[config.mk]
export PLATFORM = sky130hd
export DESIGN_NAME = decoder8_grant
export DESIGN_NICKNAME = d
export VERILOG_FILES = /design/src/rtl/decoder8_grant.sv
export SDC_FILE = /design/constraint.sdc
export NUM_CORES = 1
export LEC_CHECK = 0
export ABC_AREA = 1
export BUFFER_PORTS_ARGS = -buffer_cell sky130_fd_sc_hd__buf_2
export CAP_MARGIN = 5
export CORE_ASPECT_RATIO = 1.25
export CORE_MARGIN = 8
export CORE_UTILIZATION = 45
export CTS_CLUSTER_SIZE = 20
export DETAILED_ROUTE_END_ITERATION = 12
export HOLD_SLACK_MARGIN = 0.1
export PLACE_DENSITY = 0.69
export SYNTH_ARGS = -nofsm -noshare
export SYNTH_HDL_FRONTEND = slang
export SYNTH_SLANG_ARGS = --single-unit
[constraint.sdc]
create_clock -name clk -period 1.3 [get_ports clk]
set_input_delay 0 -clock clk [delete_from_list [all_inputs] [get_ports clk]]
set_output_delay 0 -clock clk [all_outputs]
set_load 0.03 [all_outputs]
[src/rtl/decoder8_grant.sv]
// Registered 3-to-8 grant decoder: turns an encoder (n, g) pair into a held
// one-hot grant, released by requester ack or by a programmable hold window.
module decoder8_grant #(
  parameter int HOLD_W = 4
) (
  input  logic              clk,
  input  logic              clrn,
  input  logic              ena,
  input  logic              g,
  input  logic [2:0]        n,
  input  logic [HOLD_W-1:0] hold,
  input  logic              ack,
  output logic              ready,
  output logic [7:0]        y,
  output logic [2:0]        idx,
  output logic              busy,
  output logic              done,
  output logic              timeout
);

  typedef enum logic [1:0] {
    S_IDLE  = 2'd0,
    S_GRANT = 2'd1,
    S_REL   = 2'd2
  } state_t;

  localparam logic [HOLD_W-1:0] CNT_ONE = {{(HOLD_W-1){1'b0}}, 1'b1};

  state_t            state_q, state_d;
  logic [7:0]        y_q, y_d;
  logic [2:0]        idx_q, idx_d;
  logic              done_q, done_d;
  logic              to_q, to_d;
  logic [HOLD_W-1:0] cnt_q, cnt_d;
  logic [HOLD_W-1:0] hold_q, hold_d;

  always_comb begin
    state_d = state_q;
    y_d     = y_q;
    idx_d   = idx_q;
    done_d  = done_q;
    to_d    = to_q;
    cnt_d   = cnt_q;
    hold_d  = hold_q;
    case (state_q)
      S_IDLE: begin
        if (ena && g) begin
          idx_d   = n;
          y_d     = 8'b1 << n;
          hold_d  = hold;
          cnt_d   = hold;
          state_d = S_GRANT;
        end
      end
      S_GRANT: begin
        // ack wins over a window that expires in the same cycle
        if (ack) begin
          state_d = S_REL;
          y_d     = 8'h00;
          done_d  = 1'b1;
          to_d    = 1'b0;
        end else if (hold_q != '0) begin
          if (cnt_q == CNT_ONE) begin
            state_d = S_REL;
            y_d     = 8'h00;
            done_d  = 1'b1;
            to_d    = 1'b1;
          end else if (cnt_q > CNT_ONE) begin
            cnt_d = cnt_q - CNT_ONE;
          end
        end
      end
      S_REL: begin
        state_d = S_IDLE;
        done_d  = 1'b0;
        to_d    = 1'b0;
      end
      default: begin
        state_d = S_IDLE;
        y_d     = 8'h00;
        done_d  = 1'b0;
        to_d    = 1'b0;
      end
    endcase
  end

  always_ff @(posedge clk or negedge clrn) begin
    if (!clrn) begin
      state_q <= S_IDLE;
      y_q     <= 8'h00;
      idx_q   <= 3'd0;
      done_q  <= 1'b0;
      to_q    <= 1'b0;
      cnt_q   <= '0;
      hold_q  <= '0;
    end else begin
      state_q <= state_d;
      y_q     <= y_d;
      idx_q   <= idx_d;
      done_q  <= done_d;
      to_q    <= to_d;
      cnt_q   <= cnt_d;
      hold_q  <= hold_d;
    end
  end

  assign ready   = (state_q == S_IDLE);
  assign busy    = (state_q != S_IDLE);
  assign y       = y_q;
  assign idx     = idx_q;
  assign done    = done_q;
  assign timeout = to_q;

endmodule

# Yosys cells after proc, flatten, opt, wreduce, memory -nomap -nowiden
# Index checks and enable logic that the tools add are counted.
# Widths: inputs -> output; s select.
[op_classes]
order_cmp = 1
n_reduce_logical = 10
muxes = 22
eq_ne = 10
bitwise = 2
addsub = 1
n_shift = 1
[op_table]
columns = ["op", "count"]
rows = [
  ["$mux 8", 4],
  ["$pmux 8 s3", 1],
  ["$mux 4", 5],
  ["$mux 2", 4],
  ["$ne 2x2->1 const B", 4],
  ["$pmux 4 s2", 1],
  ["$shl 1x3->8 const A", 1],
  ["$ne 3x3->1 const B", 2],
  ["$reduce_and 3->1", 2],
  ["$reduce_and 6->1", 1],
  ["$eq 4x1->1 const B", 1],
  ["$gt 4x1->1 const B", 1],
  ["$mux 1", 4],
  ["$pmux 1 s2", 2],
  ["$pmux 2 s2", 1],
  ["$reduce_and 4->1", 1],
  ["$reduce_bool 2->1", 2],
  ["$reduce_bool 4->1", 1],
  ["$sub 4x1->4 const B", 1],
  ["$eq 2x1->1 const B", 1],
  ["$eq 2x2->1 const B", 1],
  ["$logic_not 2->1", 1],
  ["$ne 2x1->1 const B", 1],
  ["$not 1->1", 2],
  ["other kinds (2)", 2],
]
[totals]
input_bits = 12
out_inout_bits = 15
regBits = 23
wordCells = 54

# Longest topological paths before layout
[depth]
ltp_word = 6
ltp_mapped = 9

# Least setup slack after synthesis
# No wires, ideal clock.
[synth_timing]
path_kind = "reg-to-reg"
from = "reg state_q[1]"
to = "reg cnt_q[3]"
arrival_time_ns = 1.392
path_stages_with_launch = 7
setup_slack_ns = -0.209
required_ns = 1.182
period_less_slack_ns = 1.509
cell_sequence = "dfrtp_1 nor2_4 inv_1 nand2_1 nand2_1 nand2_1 nand2_1"
[synth_between]
elab_chain_len = 3
elab_cells_between_ends = 10
[synth_lines]
columns = ["item", "line_no", "text"]
rows = [
  ["from (decl)", "29", "state_t state_q, state_d;"],
  ["from (signal assigned)", "97", "state_q <= state_d;"],
  ["$logic_not 2->1 (*)", "--", ""],
  ["net ready", "13", "output logic ready,"],
  ["$ne 2x1->1 (no source line) or $reduce_bool 2->1 (tied branches)", "--", ""],
  ["$reduce_and 6->1 (no source line)", "--", ""],
  ["to (signal assigned)", "102", "cnt_q <= cnt_d;"],
  ["to (decl)", "34", "logic [HOLD_W-1:0] cnt_q, cnt_d;"],
]
# Mark *: on every way through the listed nets, which the timed path passes. The rest lies on a longest branch.
# A chain may end at the register's enable or synchronous reset.

# Final worst setup path
[layout_timing]
from = "reg cnt_q[0]"
to = "reg cnt_q[1]"
[layout_between]
elab_chain_len = 6
elab_cells_between_ends = 11
[layout_lines]
columns = ["item", "line_no", "text"]
rows = [
  ["$sub 4x1->4", "69", "cnt_d = cnt_q - CNT_ONE;"],
  ["$mux 4", "68", "end else if (cnt_q > CNT_ONE) begin"],
  ["$mux 4", "63", "if (cnt_q == CNT_ONE) begin"],
  ["$mux 4", "62", "end else if (hold_q != '0) begin"],
  ["$mux 4", "57", "if (ack) begin"],
  ["$pmux 4 s2", "45", "case (state_q)"],
]
# Several ways; a longest one is shown, not always the timed one. The select of a mux whose other input is x is not followed.

==> summary.md <==
| Metric | Value |
|---|---|
| Status | `finished clean` |
| Die W | `61.5 um` |
| DRC Markers | `0` |
| CP max-delay cell | `dfrtp_1` |
| Worst Reg-to-Reg Cells | `8` |
| DR WL/cell | `12.1 um` |
| Drt initial violations | `15` |
| Vias in the first global route | `1052` |
| Final Cell Area | `1560 um^2` |
| RSZ-0062 raised after global routing | `yes` |
| Cell count after placement | `200` |
| Post-DP HPWL | `1980 um` |
| Largest net degree at the start of global routing | `24` |
| Mean area per synthesized cell | `8.50 um^2` |
| Class of the worst hold path | `in -> reg` |
| Ports | `27` |
| CTS tree | `done` |
| Combinational Power Share | `55.0%` |
| Later-pin clock latency in the skew report | `0.31 ns` |
| Syn nets | `151` |
| Initial Utilization | `47.5%` |
| Dpl cell area | `1360 um^2` |
| Initial antenna violation count | `0` |
| R2r endpoint | `cnt_q[1]$_DFFE_PN0P_` |
| Yosys reg bits | `23` |
| Sequential-to-total area share from yosys stat | `49.4%` |
| CP Depth | `8` |
| All-layer global routing usage | `13.2%` |
| Worst slew pin tran | `0.498 ns` |
| Clock-pin transition on the worst setup and hold timing paths | `0.13 ns` |
| Detailed-router iteration count before antenna repair | `4` |
| NetSw | `0.00155 W` |
| # H-tree levels | `1` |
| Share of cells above drive strength 1 | `37.4%` |
| Fillers | `244` |
| Vias/cell | `4.78` |
| Die Y | `72.9 um` |
| Delay-heaviest family, CP | `flip-flops` |
| Root buffer cell | `clkbuf_4` |
| Clock Sinks | `23` |
| Most used cell, CP | `nand3_1` |
| Rows | `20` |
| Max Root-Sink Buffers | `2` |
| Synth Instances | `137` |
| First-pass GRT wire length | `4570 um` |
| CP max stage delay | `0.45 ns` |
| Routability cong. | `0.873` |
| Setup Skew | `0.00758 ns` |
| Worst slew margin | `66.8%` |
| Synth unique cells | `18` |
| Area growth syn-to-layout | `34.2%` |
| Worst R2R Setup Slack | `0.004 ns` |
| R2R Path Start | `cnt_q[0]$_DFFE_PN0P_` |
| Synthesized area | `1160 um^2` |
| Max Transition Viols Final | `0` |
| Synth Warn # | `0` |
| MaxCap Viol Count | `0` |
| Critical path class | `reg -> reg` |
| CP Capture Type | `flip-flop` |
| Via Count | `1028` |
| Fin cells | `215` |
| Post-route ant nets | `0` |
| Antenna diodes | `0` |
| Internal power | `0.00180 W` |
| Final Critical Period | `1.30 ns` |
| Critical Path Fanout Max | `4` |
| Startpoint type of the worst setup path | `flip-flop` |
| Worst path cell trace | `inv_2 -> ha_4 -> o21ai_2 -> nand3_1 -> nand2_2 -> buf_6 -> nand3_1 -> nand2_1` |
| GRT overflow | `0` |
| Commonest non-fill, non-tap cell in the layout | `nand2_1` |
| Post-Route WL | `2600 um` |
| Area of the die | `4480 um^2` |
| Worst path buffer plus inverter count | `2` |
| Most frequent cells in the layout | `40 x nand2_1, 25 x buf_2, 22 x dfrtp_1` |
| Worst vdd ir | `1.04 mV` |
| Endpoints failing setup | `0` |
| Final period util | `99.7%` |
| CP startpoint | `cnt_q[0]$_DFFE_PN0P_` |
| Req. time, crit path | `1.56 ns` |
| Switching Share | `46.2%` |
| Clock power frac | `10.0%` |
| Arr. time, crit path | `1.56 ns` |
| I/O Buffers | `26` |
| FMAX | `0.772 GHz` |
| CTS Buf Count | `3` |
| Core area | `2450 um^2` |
| CP endpoint | `cnt_q[1]$_DFFE_PN0P_` |
| Sequential share of power | `35.1%` |
| Hold slack final | `0.109 ns` |
| Final net count | `197` |
| LEAKAGE | `0.813 nW` |
| Final hold viol count | `0` |
| PD cells | `2140 nW/um^2` |
| Overall power | `0.00334 W` |
## worst min path at each step
stage | startpoint | end | slack (ns) | cells past startpoint
6_report | g | state_q[0]$_DFFE_PN0P_ | 0.11 | 3
5_1_grt | g | state_q[0]$_DFFE_PN0P_ | 0.13 | 3
4_1_cts | g | state_q[0]$_DFFE_PN0P_ | 0.10 | 3
3_5_place_dp | clrn | y[1]$_DFFE_PN0P_ | -0.003 | 1
3_3_place_gp | clrn | y[3]$_DFFE_PN0P_ | -0.008 | 1
2_1_floorplan | clrn | cnt_q[0]$_DFFE_PN0P_ | -0.30 | 0
## power groups by stage
stage	registers (W)	logic (W)	clock network, W
floorplan	0.00142	0.000887	0
global placement	0.00116	0.00159	0
detailed placement	0.00117	0.00162	0
CTS	0.00116	0.00167	0.000345
global route	0.00121	0.00208	0.000375
finish	0.00117	0.00184	0.000333
## routing by layer
metal,up-vias,part of all wire (%),GRT usage [%]
li1,524,-,-
met4,0,1.6,6.60
met1,477,42,15.2
met3,4,5.0,2.12
met2,23,51,22.4
met5,-,0,0
## flip-flops by register name, indices dropped and copies added (netlist names)
| name | count |
|---|---|
| state_q | 2 |
| done | 1 |
| cnt_q | 4 |
| idx | 3 |
| timeout | 1 |
| hold_q | 4 |
| y | 8 |
## Yosys cell counts, drive strengths merged
cell | count | area (um^2)
nor2 | 13 | 71.3
ha | 2 | 25.0
dfrtp | 23 | 576
mux2 | 4 | 45.0
buf | 2 | 26.3
nand2 | 48 | 200
inv | 15 | 58.8
nand3 | 14 | 75.1
o21ai | 16 | 87.6
## cells by family (layout without fill, tap and decap cells)
kind of cell,after synthesis,after routing,synth area share (%)
simple gates,75,75,29.8
flops,23,23,49.4
buf+inv,17,62,7.30
compound gates,16,16,7.52
mux,4,4,3.87
fa+ha+maj,2,2,2.15
## worst min-delay path, stage by stage
cell     delay (ns)
buf_2          0.11
nand3_2        0.19
nand2_1        0.09
## timing repair
item | in CTS | in global routing
pin swaps | 0 | 6
gates resized for setup | 3 | 22
endpoints found under the hold margin | 45 | 0
setup buffers | 0 | 1
endpoints found under the setup margin | 3 | 18
hold buffers | 10 | 0
## layout make-up
class	instances	area, um^2	area share [%]
Sequential cell	23	577	36.9
Multi-Input combinational cell	97	569	36.4
Timing Repair Buffer	43	289	18.5
Inverter	15	58.8	3.76
Tap cell	33	41.3	2.64
Clock buffer	3	22.5	1.44
Clock inverter	1	5.00	0.320
## metrics by stage
| step | worst slack, ns | util (%) | setup TNS (ns) |
|---|---|---|---|
| 5_1_grt | -0.115 | 63.7 | -0.916 |
| 2_1_floorplan | -0.175 | - | -1.47 |
| 3_5_place_dp | 0.00321 | 55.3 | 0 |
| 4_1_cts | 0.00656 | 60.7 | 0 |
| 3_3_place_gp | -0.0104 | 55.3 | -0.0232 |
| 6_report | 0.00420 | 63.7 | 0 |
Note: power is estimated with default switching activity, not from simulation.
